File: config.mk
export PLATFORM = sky130hd
export DESIGN_NAME = loader_mem_arbiter
export DESIGN_NICKNAME = d
export VERILOG_FILES = /design/src/rtl/loader_mem_pkg.sv /design/src/rtl/ld_write_fifo.sv /design/src/rtl/loader_mem_arbiter.sv
export SDC_FILE = /design/constraint.sdc
export NUM_CORES = 1
export LEC_CHECK = 0
export ABC_AREA = 0
export BUFFER_PORTS_ARGS = -buffer_cell sky130_fd_sc_hd__buf_2
export CORE_ASPECT_RATIO = 0.9
export CORE_MARGIN = 4
export CORE_UTILIZATION = 40
export DETAILED_ROUTE_END_ITERATION = 8
export PLACE_DENSITY_LB_ADDON = 0.15
export SYNTH_ARGS = -nofsm -noshare
export SYNTH_HDL_FRONTEND = slang
export SYNTH_HIERARCHICAL = 1
export SYNTH_SLANG_ARGS = --single-unit
File: constraint.sdc
create_clock -name clk -period 3.78 [get_ports clk]
set_input_delay 0.945 -clock clk [delete_from_list [all_inputs] [get_ports clk]]
set_output_delay 0.945 -clock clk [all_outputs]
set_load 0.005 [all_outputs]
File: src/rtl/loader_mem_pkg.sv
// loader_mem_pkg: shared types and defaults for the loader/core memory arbiter
package loader_mem_pkg;
  localparam int ADDR_W_DEFAULT = 22;
  typedef enum logic [1:0] {IDLE, SERVE_LD, SERVE_CORE} state_t;
  typedef enum logic {SRC_CORE, SRC_LD} src_t;
endpackage

File: src/rtl/ld_write_fifo.sv
// ld_write_fifo: synchronous loader write FIFO with registered occupancy count
module ld_write_fifo #(
  parameter int DEPTH = 4,
  parameter int W = 30
) (
  input  logic                   clk,
  input  logic                   reset,
  input  logic                   push,
  input  logic                   pop,
  input  logic [W-1:0]           din,
  output logic [W-1:0]           dout,
  output logic                   full,
  output logic                   empty,
  output logic [$clog2(DEPTH):0] count
);
  localparam int AW = $clog2(DEPTH);
  logic [W-1:0] mem [DEPTH];
  logic [AW-1:0] wr_ptr, rd_ptr;
  logic do_push, do_pop;
  // full is judged on the registered count, so a same-edge pop never frees space
  assign full = count == (AW+1)'(DEPTH);
  assign empty = count == '0;
  assign do_push = push && !full;
  assign do_pop = pop && !empty;
  assign dout = mem[rd_ptr];
  always_ff @(posedge clk) begin
    if (reset) begin
      wr_ptr <= '0;
      rd_ptr <= '0;
      count <= '0;
    end else begin
      wr_ptr <= wr_ptr + AW'(do_push);
      rd_ptr <= rd_ptr + AW'(do_pop);
      count <= count + (AW+1)'(do_push) - (AW+1)'(do_pop);
    end
  end
  always_ff @(posedge clk)
    if (do_push) mem[wr_ptr] <= din;
endmodule

File: src/rtl/loader_mem_arbiter.sv
// loader_mem_arbiter: shares one memory port between a queued loader and a core
module loader_mem_arbiter import loader_mem_pkg::*; #(
  parameter int FIFO_DEPTH = 4,
  parameter int ADDR_W = ADDR_W_DEFAULT
) (
  input  logic              clk,
  input  logic              reset,
  input  logic [ADDR_W-1:0] ld_addr,
  input  logic [7:0]        ld_data,
  input  logic              ld_write,
  output logic              ld_pending,
  output logic              ld_overflow,
  input  logic              core_req,
  input  logic              core_we,
  input  logic [ADDR_W-1:0] core_addr,
  input  logic [7:0]        core_wdata,
  output logic              core_ack,
  output logic [7:0]        core_rdata,
  output logic              mem_req,
  output logic              mem_we,
  output logic [ADDR_W-1:0] mem_addr,
  output logic [7:0]        mem_wdata,
  input  logic              mem_ack,
  input  logic [7:0]        mem_rdata
);
  localparam int CW = $clog2(FIFO_DEPTH) + 1;
  state_t state, state_nx;
  src_t last_grant;
  logic [ADDR_W+7:0] head;
  logic [CW-1:0] count;
  logic full, empty, pop, core_live, urgent, grant_ld, grant_core;
  ld_write_fifo #(.DEPTH(FIFO_DEPTH), .W(ADDR_W + 8)) u_fifo (
    .clk(clk),
    .reset(reset),
    .push(ld_write),
    .pop(pop),
    .din({ld_addr, ld_data}),
    .dout(head),
    .full(full),
    .empty(empty),
    .count(count)
  );
  assign pop = state == SERVE_LD && mem_ack;
  // while core_ack is out the core still holds the request it just completed
  assign core_live = core_req && !core_ack;
  assign urgent = count >= CW'(FIFO_DEPTH - 1);
  assign grant_ld = !empty && (!core_live || urgent || last_grant == SRC_CORE);
  assign grant_core = core_live && !grant_ld;
  assign ld_pending = !empty || state == SERVE_LD;
  always_comb begin
    state_nx = state == IDLE ? (grant_ld ? SERVE_LD : grant_core ? SERVE_CORE : IDLE) :
               mem_ack ? IDLE : state;
  end
  always_ff @(posedge clk) begin
    if (reset) state <= IDLE;
    else state <= state_nx;
  end
  always_ff @(posedge clk) begin
    if (reset) begin
      mem_req <= 1'b0;
      mem_we <= 1'b0;
      mem_addr <= '0;
      mem_wdata <= '0;
      core_ack <= 1'b0;
      core_rdata <= '0;
      ld_overflow <= 1'b0;
      last_grant <= SRC_CORE;
    end else begin
      core_ack <= state == SERVE_CORE && mem_ack;
      if (ld_write && full) ld_overflow <= 1'b1;
      if (state == IDLE && (grant_ld || grant_core)) begin
        mem_req <= 1'b1;
        mem_we <= grant_ld || core_we;
        mem_addr <= grant_ld ? head[ADDR_W+7:8] : core_addr;
        mem_wdata <= grant_ld ? head[7:0] : core_wdata;
      end else if (state != IDLE && mem_ack) begin
        mem_req <= 1'b0;
        last_grant <= state == SERVE_LD ? SRC_LD : SRC_CORE;
        if (state == SERVE_CORE) core_rdata <= mem_rdata;
      end
    end
  end
endmodule
# Word-level counts from Yosys, hierarchy flattened
# Memories as Yosys holds them, arrays and structs flattened. A register that Yosys moved wholly into a read port is not among the register bits.
# Index checks and enable logic that the tools add are counted.
# classes
n_bitwise	2
reduce_logical	27
n_lt_le_gt_ge	1
n_mux	12
eq_ne	3
add_sub_neg	4
# op_table
cell	n
two-way mux 22 bit	1
logical AND 1 bit	10
two-way mux 2 bit	5
two-way mux 8 bit	1
nonzero test 2 bit	3
zero test 1 bit	5
logical OR 1 bit	5
two-way mux 1 bit	5
adder 2 x 1 -> 2 bit	2
adder 3 x 1 -> 3 bit	1
== test 3 bit (second input constant)	1
>= comparator 3 x 2 -> 1 bit (second input constant)	1
zero test 3 bit	1
AND reduction 3 bit	1
subtractor 3 x 1 -> 3 bit	1
== test 2 x 1 -> 1 bit (second input constant)	1
== test 2 bit (second input constant)	1
zero test 2 bit	1
inverter 1 bit	2
AND reduction 2 bit	1
# totals
register_bits	52
n_memories	1
wordCells	62
inputBits	74
mem_bits_rw	120
# mem_list
memory	depth	width	read_ports	rd_clocked_by_memory_dff	wr	line	source
u_fifo.mem	4	30	1	1	1	ld_write_fifo.sv:17	logic [W-1:0] mem [DEPTH];

# Longest topological paths before layout
# depth
ltp_word	12
ltp_mapped	10

# Cells and area by module
# The synthesis kept the hierarchy.
# modules_own_cells
module	cells_per_inst	n_inst	seq_area_each_um2	area_per_inst_um2
ld_write_fifo	192	1	3743.6	4703.3
loader_mem_arbiter	173	1	900.9	1914.3

# Worst setup path after synthesis
# No wires, ideal clock.
# synth_timing
path_type	input to register
startpoint	in ld_write
endpoint	mem u_fifo.mem[1][0], enable pin
path_stages	2
required_time_ns	3.319
arrival_ns	3.269
path_buffers	0
slack_ns	0.050
setup_time_ns	0.461
cell_sequence	nand2b_4 > nor3b_1
# synth_between
elab_chain_len	3
# synth_lines
item	line	source
start: declaration	loader_mem_arbiter.sv:10	input logic ld_write,
logical AND 1 bit	ld_write_fifo.sv:23	assign do_push = push && !full;
two-way mux 1 bit	ld_write_fifo.sv:38	if (do_push) mem[wr_ptr] <= din;
two-way mux 1 bit (not written as such)	ld_write_fifo.sv:38	
end: declaration	ld_write_fifo.sv:17	
# Every way passes these cells.

# Worst setup path in the final report
# layout_timing
startpoint	reg u_fifo.count[1]
endpoint	out ld_pending
# layout_between
elab_chain_len	3
# layout_lines
item	line	source
start: declaration	ld_write_fifo.sv:14	output logic [$clog2(DEPTH):0] count
start signal: assignment	ld_write_fifo.sv:34	count <= count + (AW+1)'(do_push) - (AW+1)'(do_pop);
zero test 3 bit	ld_write_fifo.sv:22	assign empty = count == '0;
net empty	loader_mem_arbiter.sv:31	logic full, empty, pop, core_live, urgent, grant_ld, grant_core;
zero test 1 bit	loader_mem_arbiter.sv:49	assign ld_pending = !empty || state == SERVE_LD;
logical OR 1 bit	loader_mem_arbiter.sv:49	
end: declaration	loader_mem_arbiter.sv:11	output logic ld_pending,
# The timed path passes the listed nets, and every way through them passes these cells.

==> results by stage <==
Yosys:
- The share of the Yosys chip area taken by registers is 0.702.
- The count of cell types in the netlist is 37.
- In this run, synthesis inferred 120 flip-flops with an integrated enable.
- In this run, synthesis produced a sequential element count of around 170.
- In this run the cell area of the synthesized design comes to 6620 um2.
- When the netlist entered floorplanning its net count stood at around 440.
- The commonest register cell after synthesis is sky130_fd_sc_hd__edfxtp_1.
- The mean instance size in the synthesized netlist is ~18 um2.
- Synthesis handed over a netlist of between 300 and 400 instances.
- After synthesis, the share of flip-flops with an asynchronous set or reset is 0.
- The count of warnings emitted by yosys is 6.

Floorplan:
- The die covers 18,700 um2.
- The area of the core is 16,200 um2.
- The number of rows created at floorplan is 44.
- The floorplan die height is 130 um.
- The number of primary I/O pins is about 120.
- The initial cell density of the core is 0.409.
- The chip width is ~140 um.

Setup path:
- The worst endpoint required time is between 2 and 3 ns.
- The register-to-register setup slack is 1.34 ns.
- The worst setup path is captured at an output port.
- The largest driver fanout on the critical path is 7.
- The category of the worst setup path launch point is a register.
- The endpoint identified for the worst register-to-register timing path is mem_addr[8].
- For the worst setup path, the data arrival time is approximately 1.9 ns.
- The worst setup path category is register to output port.
- Measured in cells, the most critical reg-to-reg path has a length of 5.
- The startpoint identified for the worst register-to-register timing path is u_fifo/count[1].

Detailed routing:
- After the first detailed-routing iteration, the DRC count stood at 160.
- Summed over all layers, the routed wires come to 13.0 mm.
- The wire length per cell after detailed routing is about 18 um.
- For this run, the detailed router's first-pass iteration total came to 4.
- Summing over every cut layer, the via total after detailed routing is between 3,000 and 4,000.
- In the routed design, unresolved DRC markers number 0.
- The post-route antenna net violation count is 0.
- The average via count per standard cell is a little over 5.

STA:
- The final number of max-transition violations was 0.
- Setup repair after global routing left no endpoint under its margin.
- Based on the critical path, the design can be clocked at up to between 300 and 400 MHz.
- At the pin with the least slew margin, the transition time is 0.920 ns.
- Summed over all failing endpoints, the final setup total negative slack is 0 ns.
- Headroom to the max-slew limit came out at 0.385.
- On the final layout, the worst hold slack is between 0.4 and 0.5 ns.
- Setup violations remaining at the end of the flow were counted as 0.
- Clock skew on the completed layout was measured at ~0.0064 ns.
- The share of the clock period used by the worst path after layout is 0.746.
- The final number of hold-violating endpoints is 0.
- The post-layout minimum cycle time is between 2 and 3 ns.

Layout:
- 0 antenna diodes ended up in the layout.
- The library cells used most frequently in the layout, excluding fill and tap cells, are sky130_fd_sc_hd__edfxtp_1, sky130_fd_sc_hd__buf_2, sky130_fd_sc_hd__dfxtp_1.
- The total number of nets in the final design is 568.
- The multi-input combinational cells in the finished layout cover a total of around 1800 um2.
- After filler insertion, the fill cell instance count of the layout stands at roughly 1,400.
- The storage element area is 4650 um2.
- Leaving out fill and tap cells, the most frequent cell in the layout is sky130_fd_sc_hd__edfxtp_1.
- Of the cells placed in the final design, the portion with a size suffix greater than 1 is 0.413.
- The finished layout holds 711 standard cells, fillers aside.
- Compared with the post-synthesis result, the final layout area differs by 20.8%.

Place:
- The cell count after placement is just under 700.
- The placer's final routability congestion estimate is a little over 0.7.
- The count of input and output buffers is 116.
- The placed wire-length estimate after detailed placement is slightly below 9 mm.

Clocking:
- The tree is rooted in a sky130_fd_sc_hd__clkbuf_16.
- In this run the number of H-tree levels came out at 4.
- The CTS tree is built.
- After clock tree synthesis, the clock-pin slew on the worst setup and hold paths is roughly 0.06 ns.
- The number of cells upsized or downsized after cts is 0.
- Buffers added to address setup during post-CTS repair amount to 0.
- The number of hold buffers added after CTS was 0.
- The clock latency on the worst-skew pair is 0.41 ns.
- The sink count of the clock tree is 172.
- The total CTS buffers is 17.
- Counting along the longest clock path gives a buffer depth of 2.

Global route:
- The via count of the first global-routing pass is 3,725.
- The number of antenna violations at the first check in global routing was 2.
- Summed over all layers, the global routing overflow is 0.
- The maximum number of pins on one net before global-route repair is 32.
- For this run, the total global-route usage over all layers was measured as 0.146.
- The first global-routing pass estimated ~20 mm of wire.

Hold path:
- The path class of the tightest hold or removal check is register to register.
- In this run the most critical hold path is launched from core_rdata[5].
- Counting instances, the worst hold path has a depth of 2.
- The sink of the worst hold path is core_rdata[5].

Run:
- The count of max-cap constraint violations is 0.

Power:
- In this run the static leakage power is slightly below 3 nW.
- Across the VDD grid, the largest voltage drop is 0.463 mV.
- The ratio of total power to cell area is 693 nW/um2.
- Total power for the finished layout comes to approximately 5.5 mW.

Outcome:
- The flow ran to the end, and the final reports show no timing, DRC or antenna violations.
power by group:
| part | total, mW | internal [mW] | switching (mW) |
|---|---|---|---|
| registers | 2.55 | 2.36 | 0.189 |
| logic | 1.31 | 0.627 | 0.682 |
| clock network | 1.68 | 1.02 | 0.660 |
| total | 5.54 | 4.01 | 1.53 |
critical path: stages (launching register included):
cell                      delay (ns)
sky130_fd_sc_hd__dfxtp_1        0.39
sky130_fd_sc_hd__nor3_1         0.66
sky130_fd_sc_hd__o21ai_0        0.23
sky130_fd_sc_hd__buf_2          0.19
layer usage:
| metal | track usage | up-vias | wire, um | part of all wire |
|---|---|---|---|---|
| met3 | 0.0506 | 15 | 836 | 0.064 |
| li1 | - | 1698 | - | - |
| met4 | 0.0415 | 4 | 123 | 0.0094 |
| met1 | 0.192 | 1772 | 5900 | 0.45 |
| met2 | 0.234 | 98 | 6150 | 0.47 |
| met5 | 0 | - | 21 | 0.0016 |
area by class of cell:
cell class                 count  area share
sequential                   172       0.581
clock buffer                  27      0.0657
multi-input combinational    167       0.228
timing repair buffer         127      0.0829
inverter                       6     0.00282
tap                          207      0.0324
clock inverter                 5     0.00689
sequential cells by signal (all words and copies together) (netlist names), 2 cells and up:
signal         flops
u_fifo/mem       120
core_rdata         8
u_fifo/wr_ptr      2
mem_wdata          8
u_fifo/rd_ptr      2
state              2
u_fifo/count       3
mem_addr          22
cell families (layout without fill, tap and decap cells):
kind of cell | after synthesis | count (layout) | synth area share
mux | 60 | 60 | 0.147
buf+inv | 26 | 165 | 0.0263
simple gates | 46 | 46 | 0.0378
xor+xnor | 6 | 6 | 0.00794
compound gates | 52 | 52 | 0.0718
flops | 172 | 172 | 0.702
fa+ha+maj | 3 | 3 | 0.00681
cell usage after synthesis, drive strengths merged, types with 2 or more instances:
cell	number	area, um2
edfxtp	120	3600
dfxtp	52	1040
mux2i	30	300
mux4	30	676
o2bb2ai	30	307
nand2	18	67.6
buf	17	140
a21oi	13	65.1
nor2	8	30.0
inv	6	22.5
nand2b	5	46.3
nor2b	4	32.5
xnor2	4	35.0
and3	3	18.8
clkbuf	3	11.3
nor3b	3	27.5
a211oi	2	27.5
ha	2	25.0
nand3	2	10.0
nor3	2	10.0
o21ai	2	10.0
xor2	2	17.5
worst max path at each step:
stage	start	endpoint	slack, ns	cells past startpoint
floorplan	ld_write	u_fifo/mem[1][0]	0.05	2
detailed placement	reset	mem_addr[8]	1.11	5
CTS	u_fifo/count[1]	ld_pending	0.92	3
finish	u_fifo/count[1]	ld_pending	0.96	3
global placement	reset	mem_addr[4]	1.17	5
global route	u_fifo/count[1]	ld_pending	0.83	3
stage by stage:
| step | utilization | worst slack (ns) | cell area (um2) |
|---|---|---|---|
| 2_1_floorplan | - | 0.0499 | 6620 |
| 3_3_place_gp | 0.458 | 1.17 | 7410 |
| 3_5_place_dp | 0.458 | 1.11 | 7410 |
| 4_1_cts | 0.494 | 0.917 | 8000 |
| 5_1_grt | 0.494 | 0.827 | 8000 |
| 6_report | 0.494 | 0.959 | 8000 |
Power figures use the tool's default switching activity.
